File: config.mk
export PLATFORM = sky130hd
export DESIGN_NAME = time_set_ctrl
export DESIGN_NICKNAME = d
export VERILOG_FILES = /design/src/rtl/time_set_ctrl.sv
export SDC_FILE = /design/constraint.sdc
export NUM_CORES = 1
export LEC_CHECK = 0
export CORE_MARGIN = 2
export CORE_UTILIZATION = 35
export DETAILED_ROUTE_END_ITERATION = 7
export PLACE_DENSITY = 0.61
export SLEW_MARGIN = 5
export SYNTH_ARGS = -nofsm -noshare
export SYNTH_HDL_FRONTEND = slang
export SYNTH_SLANG_ARGS = --single-unit
File: constraint.sdc
create_clock -name CLK -period 5.1 [get_ports CLK]
set_clock_uncertainty 0.1 [all_clocks]
set_input_delay 1.275 -clock CLK [delete_from_list [all_inputs] [get_ports CLK]]
set_output_delay 1.275 -clock CLK [all_outputs]
set_load 0.05 [all_outputs]
File: src/rtl/time_set_ctrl.sv
// time_set_ctrl: button-driven view/edit FSM holding editable time, date and alarm copies for the datapath
module time_set_ctrl #(
   parameter int TIMEOUT_CYCLES = 1000,
   parameter int BLINK_CYCLES = 50
) (
   input  logic        CLK,
   input  logic        RESETN,
   input  logic        BTN_MODE,
   input  logic        BTN_OK,
   input  logic        BTN_NEXT,
   input  logic        BTN_UP,
   input  logic        BTN_DOWN,
   input  logic [17:0] CUR_TIME,
   input  logic [15:0] CUR_DATE,
   input  logic [16:0] CUR_ALARM,
   output logic        MODE,
   output logic        MODE_STATE,
   output logic        SETTING,
   output logic [17:0] OUT_TIME,
   output logic [15:0] OUT_DATE,
   output logic [16:0] OUT_ALARM,
   output logic [2:0]  FIELD,
   output logic        BLINK
);
   typedef enum logic [2:0] {IDLE, VIEW_ALARM, EDIT_TIME, EDIT_ALARM, COMMIT} state_t;
   localparam int TW = $clog2(TIMEOUT_CYCLES + 1);
   localparam int BW = $clog2(BLINK_CYCLES + 1);
   state_t state, state_n;
   logic [4:0] btn_q;
   logic p_ok, p_mode, p_next, p_up, p_down, any_btn, timeout, edit_n, ms_n, blink_n, mer, mer_n;
   logic [2:0] field_n;
   logic [4:0] t_hour, t_hour_n, d_day, d_day_n, a_hour, a_hour_n, dim_n;
   logic [5:0] t_min, t_min_n, t_sec, t_sec_n, a_min, a_min_n, a_sec, a_sec_n;
   logic [6:0] d_year, d_year_n;
   logic [3:0] d_month, d_month_n;
   logic [TW-1:0] to_cnt, to_n;
   logic [BW-1:0] bl_cnt, bl_n;
   logic unused_mer;

   assign unused_mer = CUR_TIME[17];
   assign OUT_TIME = {mer, t_hour, t_min, t_sec};
   assign OUT_DATE = {d_year, d_month, d_day};
   assign OUT_ALARM = {a_hour, a_min, a_sec};

   function automatic logic [4:0] dim_f(input logic [6:0] y, input logic [3:0] m);
      return m == 4'd2 ? (y[1:0] == 2'd0 ? 5'd29 : 5'd28) :
             (m == 4'd4 || m == 4'd6 || m == 4'd9 || m == 4'd11) ? 5'd30 : 5'd31;
   endfunction

   function automatic logic [6:0] step(input logic [6:0] v, input logic [6:0] lo, input logic [6:0] hi, input logic up);
      return up ? (v >= hi ? lo : v + 7'd1) : (v <= lo ? hi : v - 7'd1);
   endfunction

   always_comb begin
      p_ok = btn_q[4];
      p_mode = btn_q[3] & ~btn_q[4];
      p_next = btn_q[2] & ~|btn_q[4:3];
      p_up = btn_q[1] & ~|btn_q[4:2];
      p_down = btn_q[0] & ~|btn_q[4:1];
      any_btn = |btn_q;
      timeout = to_cnt == TW'(TIMEOUT_CYCLES - 1);
      state_n = state;
      field_n = FIELD;
      t_hour_n = t_hour;
      t_min_n = t_min;
      t_sec_n = t_sec;
      d_year_n = d_year;
      d_month_n = d_month;
      d_day_n = d_day;
      a_hour_n = a_hour;
      a_min_n = a_min;
      a_sec_n = a_sec;
      case (state)
         IDLE:
            if (p_ok) begin
               state_n = EDIT_TIME;
               t_hour_n = CUR_TIME[16:12] > 5'd23 ? 5'd0 : CUR_TIME[16:12];
               t_min_n = CUR_TIME[11:6] > 6'd59 ? 6'd0 : CUR_TIME[11:6];
               t_sec_n = CUR_TIME[5:0] > 6'd59 ? 6'd0 : CUR_TIME[5:0];
               d_year_n = CUR_DATE[15:9] > 7'd99 ? 7'd0 : CUR_DATE[15:9];
               d_month_n = (CUR_DATE[8:5] == 4'd0 || CUR_DATE[8:5] > 4'd12) ? 4'd1 : CUR_DATE[8:5];
               d_day_n = CUR_DATE[4:0];
            end else if (p_mode) state_n = VIEW_ALARM;
         VIEW_ALARM:
            if (p_ok) begin
               state_n = EDIT_ALARM;
               a_hour_n = CUR_ALARM[16:12] > 5'd23 ? 5'd0 : CUR_ALARM[16:12];
               a_min_n = CUR_ALARM[11:6] > 6'd59 ? 6'd0 : CUR_ALARM[11:6];
               a_sec_n = CUR_ALARM[5:0] > 6'd59 ? 6'd0 : CUR_ALARM[5:0];
            end else if (p_mode) state_n = IDLE;
         EDIT_TIME, EDIT_ALARM:
            if (p_ok) state_n = COMMIT;
            else if (p_mode) state_n = state == EDIT_TIME ? IDLE : VIEW_ALARM;
            else if (p_next) field_n = (state == EDIT_TIME ? FIELD == 3'd5 : FIELD == 3'd2) ? 3'd0 : FIELD + 3'd1;
            else if (p_up | p_down) begin
               if (state == EDIT_ALARM) begin
                  a_hour_n = FIELD == 3'd0 ? 5'(step(7'(a_hour), 7'd0, 7'd23, p_up)) : a_hour;
                  a_min_n = FIELD == 3'd1 ? 6'(step(7'(a_min), 7'd0, 7'd59, p_up)) : a_min;
                  a_sec_n = FIELD == 3'd2 ? 6'(step(7'(a_sec), 7'd0, 7'd59, p_up)) : a_sec;
               end else begin
                  t_hour_n = FIELD == 3'd0 ? 5'(step(7'(t_hour), 7'd0, 7'd23, p_up)) : t_hour;
                  t_min_n = FIELD == 3'd1 ? 6'(step(7'(t_min), 7'd0, 7'd59, p_up)) : t_min;
                  t_sec_n = FIELD == 3'd2 ? 6'(step(7'(t_sec), 7'd0, 7'd59, p_up)) : t_sec;
                  d_year_n = FIELD == 3'd3 ? step(d_year, 7'd0, 7'd99, p_up) : d_year;
                  d_month_n = FIELD == 3'd4 ? 4'(step(7'(d_month), 7'd1, 7'd12, p_up)) : d_month;
                  d_day_n = FIELD == 3'd5 ? 5'(step(7'(d_day), 7'd1, 7'(dim_f(d_year, d_month)), p_up)) : d_day;
               end
            end else if (timeout) state_n = IDLE;
         COMMIT: state_n = MODE_STATE ? VIEW_ALARM : IDLE;
         default: state_n = IDLE;
      endcase
      // day follows year/month changes and snapshot sanitising in the same cycle
      dim_n = dim_f(d_year_n, d_month_n);
      d_day_n = d_day_n > dim_n ? dim_n : (d_day_n == 5'd0 ? 5'd1 : d_day_n);
      mer_n = t_hour_n >= 5'd12;
      edit_n = state_n == EDIT_TIME || state_n == EDIT_ALARM;
      field_n = edit_n ? field_n : 3'd0;
      to_n = edit_n && !any_btn ? to_cnt + TW'(1) : '0;
      bl_n = edit_n && !any_btn && bl_cnt != BW'(BLINK_CYCLES - 1) ? bl_cnt + BW'(1) : '0;
      blink_n = edit_n && !any_btn && (bl_cnt == BW'(BLINK_CYCLES - 1) ? ~BLINK : BLINK);
      ms_n = state_n == VIEW_ALARM || state_n == EDIT_ALARM || (state_n == COMMIT && state == EDIT_ALARM);
   end

   always_ff @(posedge CLK) begin
      if (!RESETN) begin
         state <= IDLE;
         btn_q <= '0;
         MODE <= 1'b0;
         MODE_STATE <= 1'b0;
         SETTING <= 1'b0;
         FIELD <= 3'd0;
         BLINK <= 1'b0;
         to_cnt <= '0;
         bl_cnt <= '0;
         mer <= 1'b0;
         t_hour <= 5'd0;
         t_min <= 6'd0;
         t_sec <= 6'd0;
         d_year <= 7'd0;
         d_month <= 4'd1;
         d_day <= 5'd1;
         a_hour <= 5'd0;
         a_min <= 6'd0;
         a_sec <= 6'd0;
      end else begin
         state <= state_n;
         btn_q <= {BTN_OK, BTN_MODE, BTN_NEXT, BTN_UP, BTN_DOWN};
         MODE <= state_n == COMMIT;
         MODE_STATE <= ms_n;
         SETTING <= edit_n;
         FIELD <= field_n;
         BLINK <= blink_n;
         to_cnt <= to_n;
         bl_cnt <= bl_n;
         mer <= mer_n;
         t_hour <= t_hour_n;
         t_min <= t_min_n;
         t_sec <= t_sec_n;
         d_year <= d_year_n;
         d_month <= d_month_n;
         d_day <= d_day_n;
         a_hour <= a_hour_n;
         a_min <= a_min_n;
         a_sec <= a_sec_n;
      end
   end
endmodule

After elaboration in Yosys (flattened, before gate mapping)
Cells that the tools add are included.
{"block": "word_totals", "register_bits": 82, "inputBits": 58, "output_inout_bits": 58, "wordCells": 286}
{"block": "classes", "n_addsub": 21, "magnitude_cmp": 28, "eq_ne": 38, "muxes": 130, "bitwise": 8, "reduce_logical": 41}
{"op": "$mux W6", "n": 44}
{"op": "$mux W5", "n": 34}
{"op": "$mux W7", "n": 11}
{"op": "$pmux W6 S2", "n": 4}
{"op": "$reduce_and A8 Y1", "n": 6}
{"op": "$mux W4", "n": 11}
{"op": "$add A6 B1 Y6 const B", "n": 5}
{"op": "$mux W3", "n": 10}
{"op": "$pmux W5 S2", "n": 3}
{"op": "$ge A6 B6 Y1 const B", "n": 4}
{"op": "$gt A6 B6 Y1 const B", "n": 4}
{"op": "$le A6 B1 Y1 const B", "n": 4}
{"op": "$ne A2 B2 Y1 const B", "n": 12}
{"op": "$sub A6 B1 Y6 const B", "n": 4}
{"op": "$eq A3 B2 Y1 const B", "n": 6}
{"op": "$eq A4 B3 Y1 const B", "n": 4}
{"op": "$eq A4 B4 Y1 const B", "n": 4}
{"op": "$add A5 B1 Y5 const B", "n": 3}
{"op": "$le A5 B1 Y1 const B", "n": 3}
{"op": "$sub A5 B1 Y5 const B", "n": 3}
{"op": "$pmux W7 S2", "n": 1}
{"op": "$eq A3 B3 Y1 const B", "n": 4}
{"op": "$pmux W3 S4", "n": 1}
{"op": "$add A10 B1 Y10 const B", "n": 1}
{"op": "41 further kinds", "n": 80}

Logic depth before layout (Yosys ltp)
Gate-level depths: netlist (run 1).
{"block": "logic_depth", "word_depth": 19, "ltp_mapped": 17, "ltp_nobuf": 17}

Worst setup path after synthesis (run 1)
Ideal clock, no wire load.
{"block": "synth_timing", "path_kind": "register -> register", "from": "register d_month[0]", "to": "register d_day[0]", "setup_ns": 0.121, "arrival_ns": 3.793, "required_ns": 4.879, "slack_ns": 1.086, "stages_incl_launch_ff": 18, "n_path_buf": 0, "synth_period_minus_slack_ns": 4.014, "cell_sequence": "dfxtp_1 -> inv_1 -> ha_1 -> o21ai_0 -> o21ai_0 -> o21ai_0 -> ha_1 -> nand2b_1 -> a21oi_1 -> nor2_1 -> nor2_1 -> o21ai_0 -> a222oi_1 -> ha_1 -> nor2_1 -> o211ai_1 -> a211oi_2 -> mux2_2"}
{"block": "synth_via", "elab_chain_cells": 19, "elab_cells_between_ends": 50, "cone_classes": "add/sub (2); order compare (4); eq/ne (10); mux (27); reduce/logical (7)"}
{"element": "start: declaration", "line": "35", "rtl": "logic [3:0] d_month, d_month_n;"}
{"element": "start signal: assignment", "line": "160", "rtl": "d_month <= d_month_n;"}
{"element": "parallel branches: the longest is 18 deep, another holds $sub A4 B1 Y4"}
{"element": "$mux W5 *", "line": "114", "rtl": "d_day_n = d_day_n > dim_n ? dim_n : (d_day_n == 5'd0 ? 5'd1 : d_day_n);"}
{"element": "end signal: assignment", "line": "161", "rtl": "d_day <= d_day_n;"}
{"element": "end: declaration", "line": "32", "rtl": "logic [4:0] t_hour, t_hour_n, d_day, d_day_n, a_hour, a_hour_n, dim_n;"}
Every way passes the cells marked *.
A chain may end at the register's enable or synchronous reset.

Final worst setup path (run 1)
Same ends and word-level chain as after synthesis.

==> metrics.yaml, run 1 <==
sta:
  rsz0062_at_grt: "false"
  worst_slew_pin_slew_ns: 0.9549
  finalSetupViolations: 0
  finalCriticalPeriod_ns: 4.062
  hold_ws_ns: 0.3486
  setup-tns-final_ns: 0
  max_freq_mhz: 246.2
  hold_viol_final: 0
  finalCritPeriodShare_pct: 79.64
  slew_headroom_pct: 36.34
  slew_viol_final: 0
clock_network:
  cts_buffers: 9
  clock-root-buffer: "clkbuf_16"
  clk_pin_slew_ns: 0.07
  clk-insertion-delay-late_ns: 0.35
  clockBufferDepth: 2
  cts.sinks: 82
  cts_hold_buffers: 0
  cts_resized: 0
  cts_tree: "yes"
  post_cts.repair.setup_buffers: 0
  htree_num_levels: 3
power_and_ir_drop:
  powerDensity_mw_per_mm2: 244.1
  vdd_drop_max_v: 0.0001953
  leakagePower_nw: 2.808
  finalPower_mw: 1.924
synthesis:
  synth_edf_count: 0
  synth_cell_type_count: 73
  synth_seq_area_share_pct: 25.93
  ys_async_sr_fraction_pct: 0
  yosysTopAreaCellShare_pct: 25.93
  synthTopCellsByArea: "dfxtp_1, nor2_1, ha_1"
  ys_ff_latch: 82
  synth_cells: 875
  synthesis.area_mm2: 0.006331
  yosys_warnings: 0
  synthesis.nets: 971
  synth.largest_area_cell: "dfxtp_1"
  synth-main-ff-cell: "dfxtp_1"
  synth_area_per_cell_um2: 7.236
layout:
  drive_gt1_share_pct: 3.882
  n_fill_cell: 1841
  synthToLayoutAreaGrowth_pct: 24.51
  diodes: 0
  nNetsFinal: 1044
worst_setup_path:
  crit_path_cell_trace: "inv_1 -> ha_1 -> o21ai_0 -> o21ai_0 -> o21ai_0 -> ha_1 -> nand2b_1 -> a21oi_1 -> nor2_1 -> nor2_1 -> o21ai_0 -> a222oi_1 -> ha_1 -> nor2_1 -> nand2_1 -> a211oi_2 -> mux2_2"
  rr_startpoint: "d_month[0]"
  worstPathArrival_ns: 4.20
  critical_path.max_fanout: 7
  reg2reg_depth: 17
  reg2reg_slack_ns: 1.04
  critPathCaptureType: "register"
  r2r-end: "d_day[0]"
  crit_type: "register to register"
  crit_top_cell: "o21ai_0"
  worst_path_largest_cell_delay_ns: 0.46
  cp.required_ns: 5.24
  startpoint_type: "register"
  slowest_stage: "dfxtp_1"
place:
  hpwl_um: 13260
  gp_congestion: 0.8507
  numPortBuffers: 114
grt:
  grt_pass1_vias: 6065
  grt_usage_pct: 19.01
  grt_start_max_net_pins: 59
  grt_pass1_wl_um: 30440
  overflow: 0
  antenna_found_initial: 0
worst_hold_path:
  hold_start: "to_cnt[0]"
  whs_path_depth: 1
  min_to: "to_cnt[0]"
  hold_path.class: "register to register"
floorplan:
  die_w_um: 138.5
  ioPinCount: 116
  chipHeight_um: 138.5
  dieArea_mm2: 0.01918
  core_mm2: 0.01784
  initial_core_util_pct: 35.49
  rows: 49
route:
  wire_per_inst_um: 15.77
  routed_wl_um: 18650
  antenna_left: 0
  vias_per_cell: 5.641
  drt_iter0_markers: 375
  firstDrtPassIters: 5
  drc_errors: 0
  vias: 6668
run:
  maxCapViolCount: 0
run_status:
  status: "completed"
-- how the worst max path moves through the flow --
stage	slack, ns	start	cells after the start	to
final	1.04	d_month[0]	17	d_day[0]
after global routing	0.65	d_month[0]	17	d_day[0]
after CTS	1.02	d_month[0]	17	d_day[0]
after detailed placement	0.73	CUR_DATE[12]	13	d_day[0]
after global placement	0.77	CUR_DATE[12]	13	d_day[0]
after floorplan	1.09	d_month[0]	17	d_day[0]
-- stage by stage --
stage	std cells	utilization (%)	setup WS, ns	area (um2)
final	1182	44.18	1.038	7883
after global routing	1182	44.18	0.6451	7883
after CTS	1182	44.18	1.016	7883
after detailed placement	1166	42.43	0.7260	7570
after global placement	1166	42.43	0.7664	7570
after floorplan	875	-	1.086	6331
-- critical path, delay by kind of cell (launching register included) --
kind                       cells  cell delay [ns]
buffers and inverters          1             0.16
AOI/OAI and AO/OA              7             1.46
and+or+nand+nor                5             0.59
adders and majority gates      3             0.82
muxes                          1             0.36
DFF                            1             0.46
-- cells in the mapped netlist (5+ instances only) --
| master | instances |
|---|---|
| o211ai_1 | 14 |
| nor4_1 | 5 |
| nand2b_1 | 7 |
| xnor2_1 | 17 |
| nand3_1 | 31 |
| ha_1 | 38 |
| a22oi_1 | 16 |
| a31oi_1 | 16 |
| a21oi_1 | 66 |
| nor2_1 | 137 |
| nand3b_1 | 5 |
| a311oi_1 | 7 |
| nor3b_1 | 6 |
| xor2_1 | 16 |
| nor3_1 | 25 |
| buf_2 | 7 |
| or3_1 | 6 |
| and2_1 | 10 |
| o22ai_1 | 12 |
| clkbuf_1 | 45 |
| nand2_1 | 67 |
| o221ai_1 | 5 |
| and3_1 | 7 |
| a221oi_1 | 5 |
| nand4_1 | 10 |
| o21ai_0 | 62 |
| a211oi_1 | 26 |
| inv_1 | 36 |
| dfxtp_1 | 82 |
-- state kept, by name (all words and copies together) (netlist names), 5 cells and up --
| register | count |
|---|---|
| bl_cnt | 6 |
| d_day | 5 |
| t_sec | 6 |
| a_hour | 5 |
| t_hour | 5 |
| t_min | 6 |
| a_min | 6 |
| a_sec | 6 |
| btn_q | 5 |
| to_cnt | 10 |
| d_year | 7 |
-- layout make-up --
class | count | area [um2] | area share (%)
sequential | 82 | 1642 | 20.83
tap | 229 | 286.5 | 3.635
clock buffer | 10 | 239.0 | 3.032
inverter | 37 | 138.9 | 1.762
multi-input combinational | 696 | 4302 | 54.57
timing repair buffer | 122 | 1201 | 15.24
clock inverter | 6 | 73.82 | 0.9365
-- cells by family after synthesis --
group           Yosys count  synth area share [%]
simple gates            337                 25.24
flops                    82                 25.93
xor+xnor                 33                 4.565
mux                       2                0.3557
fa+ha+maj                38                 7.510
compound gates          286                 30.16
buf+inv                  97                 6.245
-- per-layer routing --
metal	part of all wire, %	GRT usage (%)	wire (um)	vias up
met5	0	0	0	-
met4	1.5	5.532	283	0
met3	6.2	3.498	1153	21
met2	47	31.37	8693	189
met1	46	25.39	8515	3101
li1	-	-	-	3357
-- layout by cell type, fill, tap and decap left out, types with 16 or more instances in the layout --
cell type,n
inv_1,36
xor2_1,16
ha_1,38
nor2_1,137
xnor2_1,17
nor3_1,25
o21ai_0,61
nand2_1,67
clkdlybuf4s50_1,114
dfxtp_1,82
a22oi_1,16
a211oi_1,26
a31oi_1,16
nand3_1,31
a21oi_1,66
-- where the power goes --
| group | internal (mW) | switching (mW) | leakage [nW] |
|---|---|---|---|
| logic | 0.210 | 0.299 | 1.99 |
| clock network | 0.399 | 0.291 | 0.147 |
| registers | 0.666 | 0.0591 | 0.667 |
Power figures use the tool's default switching activity.
==> run 2, diff against run 1 <==
--- a/config.mk
+++ b/config.mk
@@ -8,7 +8,7 @@
 export CORE_MARGIN = 2
 export CORE_UTILIZATION = 35
 export DETAILED_ROUTE_END_ITERATION = 7
-export PLACE_DENSITY = 0.61
+export PLACE_DENSITY = 0.63
 export SLEW_MARGIN = 5
 export SYNTH_ARGS = -nofsm -noshare
 export SYNTH_HDL_FRONTEND = slang
==> constraint.sdc (replaced) <==
create_clock -name CLK -period 3.45 [get_ports CLK]
set_clock_uncertainty 0.1 [all_clocks]
set_input_delay 0.8625 -clock CLK [delete_from_list [all_inputs] [get_ports CLK]]
set_output_delay 0.8625 -clock CLK [all_outputs]
set_load 0.05 [all_outputs]
==> run 2 against run 1 <==
Compared with the run above: register-to-register slack worse by 1.0 ns; via count up 3.3%; core utilization up 4.1 points; count of clock-buffer cells in the layout up 1; global-route usage up 0.78 points; wire length up 5.3%; sequential power up 46%; die area unchanged; highest routed layer unchanged.
==> metrics.yaml, run 2 (synthesis results as in run 1) <==
run_status:
  status: "completed"
route:
  drt_iter0_markers: 398
  antenna_left: 0
  routed_wl_um: 19630
  wire_per_inst_um: 15.66
  vias: 6891
  drc_errors: 0
  firstDrtPassIters: 5
  vias_per_cell: 5.500
layout:
  largest_register_ffs: 10
  final_common_cell: "nor2_1"
  seq_area_mm2: 0.001660
  diodes: 0
  reg.largest.list: "to_cnt: 10 flops, d_year: 7 flops"
  mostFrequentLayoutCells: "nor2_1, clkdlybuf4s50_1, buf_4"
  stdcell_area_mm2: 0.008613
  regMostFlops: "to_cnt"
  multi_input_area_mm2: 0.004412
  fin_cells: 1253
  n_fill_cell: 1759
  drive_gt1_share_pct: 12.79
  nNetsFinal: 1115
  synthToLayoutAreaGrowth_pct: 36.05
floorplan:
  initial_core_util_pct: 35.49
  chipHeight_um: 138.5
  ioPinCount: 116
  rows: 49
  dieArea_mm2: 0.01918
  die_w_um: 138.5
  core_mm2: 0.01784
place:
  post-place-ws_ns: -0.4747
  dp.cells: 1223
  post_dp_cell_area_mm2: 0.008044
  hpwl_um: 13910
  gp_congestion: 0.8680
  numPortBuffers: 114
grt:
  grt_pass1_vias: 6363
  grt_usage_pct: 19.79
  grt_start_max_net_pins: 47
  overflow: 0
  grt_pass1_wl_um: 31630
  antenna_found_initial: 0
worst_setup_path:
  reg2reg_slack_ns: 0.01
  critical_path.max_fanout: 5
  crit_type: "register to register"
  r2r-end: "d_day[0]"
  startpoint_type: "register"
  critPathCaptureType: "register"
  crit_start: "d_month[1]"
  rr_startpoint: "d_month[1]"
  worstPathArrival_ns: 3.58
  reg2reg_depth: 17
  cp.required_ns: 3.59
clock_network:
  clk-insertion-delay-late_ns: 0.35
  cts_buffers: 9
  clock-root-buffer: "clkbuf_16"
  clk_pin_slew_ns: 0.07
  cts.sinks: 82
  htree_num_levels: 3
  clockBufferDepth: 2
  cts_tree: "yes"
sta:
  finalSetupViolations: 0
  finalCriticalPeriod_ns: 3.438
  finalCritPeriodShare_pct: 99.65
  slew_headroom_pct: 53.91
  slew_viol_final: 0
  worst_slew_pin_slew_ns: 0.6841
  max_freq_mhz: 290.9
  rsz0062_at_grt: "true"
  finalWorstSetupSlack_ns: 0.01206
  hold_viol_final: 0
run:
  maxCapViolCount: 0
worst_hold_path:
  hold_start: "to_cnt[0]"
  min_to: "to_cnt[0]"
  whs_path_depth: 1
  hold_path.class: "register to register"
power_and_ir_drop:
  powerDensity_mw_per_mm2: 359.1
  finalPower_mw: 3.093
  vdd_drop_max_v: 0.0002446
  leakagePower_nw: 3.218
[run 2: worst max-delay path by stage]
stage | depth (start not counted) | endpoint
CTS | 17 | d_day[0]
global route | 17 | d_day[0]
finish | 17 | d_day[0]
global placement | 13 | d_day[0]
floorplan | 14 | d_day[0]
detailed placement | 13 | d_day[0]
[run 2: routing by layer]
metal / track usage [%] / wire length, um / vias up
li1: - / - / 3489
met1: 26.28 / 9196 / 3192
met2: 32.93 / 9119 / 191
met3: 3.741 / 1029 / 19
met4: 5.478 / 281 / 0
met5: 0 / 0 / -
[run 2: report_power, final]
group	switching [mW]	internal [mW]
clock	0.414	0.756
sequential	0.0724	0.983
combinational	0.487	0.379
[run 2: timing repair]
item                                    CTS  global route
endpoints found under the setup margin    1             1
resized for setup                         8            15
pin swaps                                12            17
buffers inserted                         12             2
hold buffers                              0             0
[run 2: area by class of cell]
type,count,share of cell area [%]
Timing Repair Buffer,193,20.28
Multi-Input combinational cell,696,51.22
Inverter,37,1.700
Clock inverter,5,1.249
Clock buffer,11,2.949
Sequential cell,82,19.28
Tap cell,229,3.327
[run 2: worst max-delay path, stage by stage (launching register included)]
cell and delay [ns]:
dfxtp_4 0.40, inv_4 0.06, ha_4 0.15, o21ai_2 0.13
o21ai_2 0.08, o21ai_2 0.15, ha_1 0.24, nand2b_4 0.15
a21oi_4 0.15, nor2_2 0.07, nor2_1 0.09, o21ai_1 0.07
a222oi_1 0.38, ha_1 0.32, nor2_2 0.10, o211ai_1 0.11
a211oi_2 0.26, mux2_4 0.31
[run 2: stage by stage]
stage	util, %	setup TNS, ns	hold WS, ns
after floorplan	-	0	0.3132
after global placement	45.09	-0.4610	0.3296
after detailed placement	45.09	-0.4747	0.3466
after CTS	47.87	-0.01566	0.3555
after global routing	48.28	-0.1781	0.3679
final	48.28	0	0.3566
==> run 3, diff against run 2 <==
--- a/config.mk
+++ b/config.mk
@@ -8,6 +8,7 @@
 export CORE_MARGIN = 2
 export CORE_UTILIZATION = 35
 export DETAILED_ROUTE_END_ITERATION = 7
+export GPL_TIMING_DRIVEN = 0
 export PLACE_DENSITY = 0.63
 export SLEW_MARGIN = 5
 export SYNTH_ARGS = -nofsm -noshare
==> run 3 against run 2 <==
Compared with the run above: the flow now finishes with violations (setup timing); core utilization is 1.1 points lower; sequential share of layout area is 0.44 points higher; critical path depth stayed put; power is 7.0% lower; fmax is 0.37% lower; clock power is 18% lower; critical path type unchanged.
==> metrics.yaml, run 3 (synthesis results as in run 1) <==
run_status:
  status: "complete, but fails checks"
  violations: "setup timing"
layout:
  largest_register_ffs: 10
  n_fill_cell: 1815
  reg.largest.list: "to_cnt: 10 flops, d_year: 7 flops"
  stdcell_area_mm2: 0.008422
  diodes: 0
  regMostFlops: "to_cnt"
  mostFrequentLayoutCells: "nor2_1, clkdlybuf4s50_1, dfxtp_1"
  nNetsFinal: 1121
  final_common_cell: "nor2_1"
  synthToLayoutAreaGrowth_pct: 33.02
  drive_gt1_share_pct: 9.320
place:
  post_dp_cell_area_mm2: 0.007794
  post-place-ws_ns: -0.5732
  hpwl_um: 15280
  gp_congestion: 0.9027
  numPortBuffers: 114
clock_network:
  clk_pin_slew_ns: 0.07
  cts.sinks: 82
  clock-root-buffer: "clkbuf_16"
  clk-insertion-delay-late_ns: 0.36
  htree_num_levels: 3
  cts_buffers: 9
  cts_tree: "yes"
  clockBufferDepth: 2
sta:
  slew_headroom_pct: 44.84
  worst_slew_pin_slew_ns: 0.8205
  hold_ws_ns: 0.3440
  finalSetupViolations: 1
  slew_viol_final: 0
  finalCritPeriodShare_pct: 100.0
  hold_viol_final: 0
  rsz0062_at_grt: "true"
  setup-tns-final_ns: -0.0008566
  finalCriticalPeriod_ns: 3.451
  max_freq_mhz: 289.8
  finalWorstSetupSlack_ns: -0.0008566
worst_hold_path:
  hold_path.class: "register to register"
grt:
  grt_usage_pct: 21.65
  grt_pass1_wl_um: 34190
  overflow: 0
  antenna_found_initial: 0
  grt_pass1_vias: 6570
  grt_start_max_net_pins: 15
floorplan:
  dieArea_mm2: 0.01918
  ioPinCount: 116
  chipHeight_um: 138.5
  initial_core_util_pct: 35.49
  core_mm2: 0.01784
  die_w_um: 138.5
  rows: 49
run:
  maxCapViolCount: 0
route:
  antenna_left: 0
  drt_iter0_markers: 539
  routed_wl_um: 21450
  vias_per_cell: 5.786
  drc_errors: 0
  wire_per_inst_um: 17.04
  vias: 7284
  firstDrtPassIters: 6
power_and_ir_drop:
  leakagePower_nw: 3.049
  finalPower_mw: 2.877
  vdd_drop_max_v: 0.0002400
  powerDensity_mw_per_mm2: 341.6
worst_setup_path:
  critical_path.max_fanout: 4
  crit_type: "register to register"
  critical_path_buf_inv_count: 5
  cp.required_ns: 3.60
  worstPathArrival_ns: 3.60
  critPathCaptureType: "register"
  slowest_stage: "dfxtp_4"
  crit_top_cell: "buf_4"
  crit_path_cell_trace: "inv_4 -> ha_4 -> o21ai_2 -> o21ai_1 -> o21ai_1 -> ha_1 -> nand2b_4 -> a21oi_4 -> nor2_2 -> buf_4 -> buf_4 -> buf_4 -> buf_4 -> a221oi_1 -> a211oi_1 -> a211oi_2 -> mux2_4"
  startpoint_type: "register"
  worst_path_largest_cell_delay_ns: 0.39
  reg2reg_slack_ns: -0.0009
  path_delay_family: "compound AO/OA/AOI/OAI gates"
[run 3: layout make-up]
class	instances	area (um2)	share of cell area (%)
inverters	37	143.9	1.709
flip-flops and latches	82	1660	19.71
repair buffers	141	1359	16.13
clock inverters	4	33.78	0.4011
multi-input cells	696	4438	52.70
clock buffers	12	246.5	2.927
well taps	229	286.5	3.402
plain buffers	58	254.0	3.016
[run 3: path summary, 6_finish.rpt]
check,start,to,cells past startpoint
hold / removal,to_cnt[0],to_cnt[0],1
setup / recovery,d_month[0],d_day[0],17
hold reg to reg,to_cnt[0],to_cnt[0],1
setup reg to reg,d_month[0],d_day[0],17
[run 3: metrics by stage]
step | util (%) | instances
2_1_floorplan | - | 875
3_3_place_gp | 43.68 | 1218
3_5_place_dp | 43.68 | 1218
4_1_cts | 46.62 | 1252
5_1_grt | 47.21 | 1259
6_report | 47.21 | 1259
[run 3: layer usage]
| metal | wire length [um] | track usage (%) | vias to the layer above |
|---|---|---|---|
| met5 | 0 | 0 | - |
| met4 | 478 | 6.928 | 0 |
| met3 | 1488 | 4.295 | 36 |
| met2 | 9945 | 35.62 | 310 |
| met1 | 9539 | 28.60 | 3417 |
| li1 | - | - | 3521 |
[run 3: power breakdown]
group          switching [mW]  leakage [nW]  total [mW]  internal, mW
clock                   0.439         0.134       0.954         0.515
combinational           0.523          2.24       0.884         0.360
sequential             0.0569         0.671        1.04         0.983
[run 3: timing repair]
action	in CTS	in global routing
resized for setup	20	14
hold buffers	0	0
pin swaps	14	13
endpoints found under the setup margin	1	2
setup buffers	19	8
